## src/rtl/noc_input_fifo.sv

```systemverilog
// Per-port router input buffer: first-word fall-through FIFO exposing the head
// flit's destination address, registered status flags and sticky error flags.
module noc_input_fifo #(
    parameter int unsigned DATA_WIDTH = 32,
    parameter int unsigned DEPTH      = 4
) (
    input  logic                         clk,
    input  logic                         rst,
    input  logic [DATA_WIDTH-1:0]        data_i,
    input  logic                         push_i,
    output logic                         full_o,
    input  logic                         pop_i,
    output logic [DATA_WIDTH-1:0]        data_o,
    output logic [7:0]                   packet_addr_o,
    output logic                         packet_valid_o,
    output logic [$clog2(DEPTH+1)-1:0]   count_o,
    output logic                         overflow_o,
    output logic                         underflow_o
);

    localparam int unsigned PTR_W = $clog2(DEPTH);
    localparam int unsigned CNT_W = $clog2(DEPTH + 1);

    logic [DATA_WIDTH-1:0] mem_q [DEPTH];

    logic [PTR_W-1:0] wr_ptr_q, wr_ptr_d;
    logic [PTR_W-1:0] rd_ptr_q, rd_ptr_d;
    logic [CNT_W-1:0] count_q, count_d;
    logic             full_q, full_d;
    logic             valid_q, valid_d;
    logic             overflow_q, overflow_d;
    logic             underflow_q, underflow_d;
    logic             push_acc;
    logic             pop_acc;

    // Next-state: pointers, occupancy and flags; status is decoded from the next count
    // so full/valid flops always mirror the registered count.
    always_comb begin
        push_acc    = push_i & ~full_q;
        pop_acc     = pop_i & valid_q;
        wr_ptr_d    = wr_ptr_q;
        rd_ptr_d    = rd_ptr_q;
        count_d     = count_q;
        overflow_d  = overflow_q | (push_i & full_q);
        underflow_d = underflow_q | (pop_i & ~valid_q);

        if (push_acc) begin
            wr_ptr_d = wr_ptr_q + PTR_W'(1);
        end
        if (pop_acc) begin
            rd_ptr_d = rd_ptr_q + PTR_W'(1);
        end
        case ({push_acc, pop_acc})
            2'b10:   count_d = count_q + CNT_W'(1);
            2'b01:   count_d = count_q - CNT_W'(1);
            default: count_d = count_q;
        endcase

        full_d  = (count_d == CNT_W'(DEPTH));
        valid_d = (count_d != CNT_W'(0));
    end

    always_ff @(posedge clk) begin
        if (rst) begin
            wr_ptr_q    <= '0;
            rd_ptr_q    <= '0;
            count_q     <= '0;
            full_q      <= 1'b0;
            valid_q     <= 1'b0;
            overflow_q  <= 1'b0;
            underflow_q <= 1'b0;
        end else begin
            wr_ptr_q    <= wr_ptr_d;
            rd_ptr_q    <= rd_ptr_d;
            count_q     <= count_d;
            full_q      <= full_d;
            valid_q     <= valid_d;
            overflow_q  <= overflow_d;
            underflow_q <= underflow_d;
        end
    end

    // Storage is deliberately left unreset; only pointers and count define contents.
    always_ff @(posedge clk) begin
        if (!rst && push_acc) begin
            mem_q[wr_ptr_q] <= data_i;
        end
    end

    assign data_o         = mem_q[rd_ptr_q];
    assign packet_addr_o  = data_o[7:0];
    assign packet_valid_o = valid_q;
    assign full_o         = full_q;
    assign count_o        = count_q;
    assign overflow_o     = overflow_q;
    assign underflow_o    = underflow_q;

endmodule

```

## config.mk

```make
export PLATFORM = sky130hd
export DESIGN_NAME = noc_input_fifo
export DESIGN_NICKNAME = d
export VERILOG_FILES = /design/src/rtl/noc_input_fifo.sv
export SDC_FILE = /design/constraint.sdc
export NUM_CORES = 1
export LEC_CHECK = 0
export CORE_MARGIN = 2
export CORE_UTILIZATION = 25
export CTS_CLUSTER_DIAMETER = 30
export DETAILED_ROUTE_END_ITERATION = 8
export GPL_TIMING_DRIVEN = 0
export SYNTH_ARGS = -nofsm -noshare
export SYNTH_HDL_FRONTEND = slang
export SYNTH_SLANG_ARGS = --single-unit
```

## constraint.sdc

```tcl
create_clock -name clk -period 4 [get_ports clk]
set_clock_uncertainty 0.1 [all_clocks]
set_input_delay 1 -clock clk [delete_from_list [all_inputs] [get_ports clk]]
set_output_delay 1 -clock clk [all_outputs]
set_load 0.01 [all_outputs]
```

==> metrics.md, run 1 <==
| Metric | Value |
|---|---|
| Switching share of power | `24.0%` |
| Fin crit share | `between 80% and 90%` |
| Final estimated routing congestion in global placement | `0.693` |
| CP Max Fanout | `10` |
| Average size of a mapped cell | `around 22 µm²` |
| Die Area | `22400 µm²` |
| Leakage | `2.28 nW` |
| Critical path type | `register to primary output` |
| RSZ-0062 raised after global routing | `no` |
| Logic pwr share | `20.6%` |
| Core region area | `20900 µm²` |
| GR peak layer | `met2` |
| Routed length per instance | `16.0 µm` |
| Cts repair resizes | `0` |
| Post-synthesis sequential area ratio | `between 70 and 80%` |
| Pwr/cell area | `~560 nW/µm²` |
| Slew of the pin with the lowest slew margin | `approximately 0.50 ns` |
| Die Y-Extent | `150 µm` |
| Sequential Power Share | `43.8%` |
| Yosys warning count | `0` |
| Flop2flop setup slack | `1.71 ns` |
| Met3 global-route usage | `2.84%` |
| IR drop worst, VDD | `0.271 mV` |
| Internal power | `3.02 mW` |
| Die width | `approximately 150 µm` |
| Max Clk Rate | `303 MHz` |
| Reg clk slew, reported paths | `0.06 ns` |
| Area Growth Syn to Fin | `34.0%` |
| Post-synthesis register bit count | `roughly 140` |
| HPWL after DPL | `~6700 µm` |
| Met1 Use GR | `11.6%` |
| Largest area contributor in the netlist | `edfxtp_1` |
| Worst R2R Start | `full_o` |
| Total CTS buffers | `17` |
| Layout cell share with drive strength beyond 1 | `23.0%` |
| Via-to-Cell Ratio | `4.03` |
| CTS tree | `done` |
| Num rows | `53` |
| Initial core utilization | `~25%` |
| Vias in the first global route | `~2.8k` |
| Post-route minimum period | `3.30 ns` |
| Yosys top cell area share | `around 72%` |
| Initial DRC Count | `109` |
| I/O pin cnt | `83` |
| Port-buffer cells | `just over 80` |
| Worst Setup Start Kind | `register` |
| Slew Limit Fails | `0` |
| Total wire length | `10100 µm` |
| Final Hold Vio Count | `0` |
| Clk_lat worst skew | `0.41 ns` |
| Netlist Area Pre-Place | `5300 µm²` |
| Clock network power share | `35.6%` |
| P_sw | `0.951 mW` |
| Worst EP arrival | `2.20 ns` |
| Maximum capacitance violations | `0` |
| Bufs on Longest Clock Path | `2` |
| Hold-critical path depth | `2` |
| Worst R2R Path Depth | `7` |
| Count of final setup violators | `0` |
| DRT antenna net count | `0` |
| Run status | `finished, final reports clean` |
| Syn Nets | `281` |
| H-tree Lvls | `4` |
| Vias | `around 2.5k` |
| Gr usage total | `9.54%` |
| DRC | `0` |
| Hold Crit Class | `register to register` |
| Clock sink total | `around 140` |
| N_diodes | `0` |
| Fill cells | `1954` |
| Fin Hold WS | `0.376 ns` |
| Post-Synthesis Cells | `roughly 240` |
| Hold Path End | `overflow_o` |
| Post-Layout Cell Count | `632` |
| Hold wc startpoint | `overflow_o` |
| Largest net degree at the start of global routing | `20` |
| R2R Path End | `full_o` |
| Top cells by area, synth | `edfxtp_1 (72%), mux4_2 (14%), dfxtp_1 (4.9%)` |
| Slew HR | `66.7%` |
| Setup bufs post-CTS | `0` |
| Worst EP required | `~2.9 ns` |
| Met2 global-route usage | `15.6%` |
| Synth cell types | `26` |
| Nets | `386` |
| TritonRoute pass-1 iters | `4` |
| CTS Root Cell | `clkbuf_16` |
| Crit end category | `primary output` |
| Initial antenna violation count | `0` |
| Remaining global-route overflow | `0` |
| # hold bufs at CTS | `0` |
| First-pass GRT wire length | `15400 µm` |
| Placed cell count | `600` |
[power groups by stage]
stage | clock network [mW] | registers (mW) | logic (mW)
2_1_floorplan | 0 | 1.77 | 0.449
5_1_grt | 1.53 | 1.75 | 0.883
3_5_place_dp | 0 | 1.77 | 0.836
4_1_cts | 1.47 | 1.74 | 0.838
6_report | 1.41 | 1.74 | 0.817
3_3_place_gp | 0 | 1.77 | 0.809
[worst max-delay path by stage]
stage	startpoint	endpoint	cells after the start
2_1_floorplan	push_i	full_o	7
3_3_place_gp	push_i	mem_q[0][27]	5
3_5_place_dp	push_i	full_o	8
4_1_cts	register	packet_addr_o[6]	5
5_1_grt	register	packet_addr_o[6]	4
6_report	register	packet_addr_o[6]	5
[cell families after synthesis]
family,after synthesis,synth area share (%)
xor gates and xnor gates,5,0.826
AOI/OAI and AO/OA,8,0.944
and+or+nand+nor,25,2.34
muxes,33,13.8
buffers and inverters,21,3.18
adders and majority gates,6,1.56
DFF,141,77.4
[per-layer routing]
metal	wire length [µm]	vias up
met2	5000	62
met3	436	15
met5	0	-
li1	-	1171
met1	4450	1298
met4	203	0
[through the flow]
step	setup TNS, ns	util (%)	area, µm²	total power, mW	worst slack (ns)
after floorplan	0	-	5300	2.22	1.22
after global placement	-11.86	31.0	6470	2.58	-0.117
after detailed placement	0	31.5	6580	2.61	0.514
after CTS	0	34.0	7110	4.04	0.632
after global routing	0	34.0	7110	4.16	0.581
final	0	34.0	7110	3.97	0.698
[state kept, by name (all words and copies together), names as in the netlist, named ones only]
signal,flops
mem_q,128
count_o,3
rd_ptr_q,2
wr_ptr_q,2
full_o,1
overflow_o,1
packet_valid_o,1
underflow_o,1
[layout by cell type (no fill, tap or decap), drive strengths merged, types with 2 or more instances in the layout]
cell | netlist | layout
inv | 5 | 5
nor2 | 11 | 11
xor2 | 2 | 2
clkinvlp | 0 | 5
edfxtp | 128 | 128
a21oi | 5 | 5
mux4 | 32 | 32
ha | 5 | 5
nor2b | 2 | 2
xnor2 | 3 | 3
clkbuf | 1 | 19
clkdlybuf4s50 | 0 | 82
nand2 | 4 | 4
and2 | 5 | 5
buf | 15 | 19
dfxtp | 13 | 13
clkinv | 0 | 8
[cell type report]
type                    instances  area, µm²  area share [%]
clock buffers                  18        429            6.04
multi-input cells              77       1040            14.6
flip-flops and latches        141       4100            57.7
plain buffers                  16        150            2.11
inverters                       5       18.8           0.264
clock inverters                14        104            1.46
well taps                     275        344            4.84
repair buffers                 86        923            13.0
[critical path: stages (launching register included)]
cell and delay, ns:
dfxtp_1 0.33, buf_6 0.15, buf_12 0.17, mux4_2 0.53, buf_4 0.15, clkdlybuf4s50_1 0.46
[Yosys cell counts (all sizes together)]
| master | n |
|---|---|
| edfxtp | 128 |
| mux4 | 32 |
| buf | 15 |
| dfxtp | 13 |
| nor2 | 11 |
| a21oi | 5 |
| and2 | 5 |
| ha | 5 |
| inv | 5 |
| nand2 | 4 |
| xnor2 | 3 |
| nor2b | 2 |
| xor2 | 2 |
| a22o | 1 |
| clkbuf | 1 |
| fa | 1 |
| mux2i | 1 |
| nand3 | 1 |
| nor3b | 1 |
| o211ai | 1 |
| o21ai | 1 |
| or4 | 1 |
No activity file was read; power rests on OpenSTA's default activity.
==> run 2: changes to the inputs <==
==> constraint.sdc (replaced) <==
create_clock -name clk -period 3.39 [get_ports clk]
set_clock_uncertainty 0.1 [all_clocks]
set_input_delay 0.8475 -clock clk [delete_from_list [all_inputs] [get_ports clk]]
set_output_delay 0.8475 -clock clk [all_outputs]
set_load 0.01 [all_outputs]
==> results of run 2 <==
The final DEF is identical to that of run 1. Status: finished, final reports clean.
Among the figures that moved: setup slack after placement 0.514 ns -> 0.0562 ns; setup slack after layout 0.698 ns -> 0.241 ns; register-to-register setup slack 1.71 ns -> 1.10 ns; total power 3.97 mW -> 4.68 mW; worst IR drop on VDD 0.271 mV -> 0.320 mV
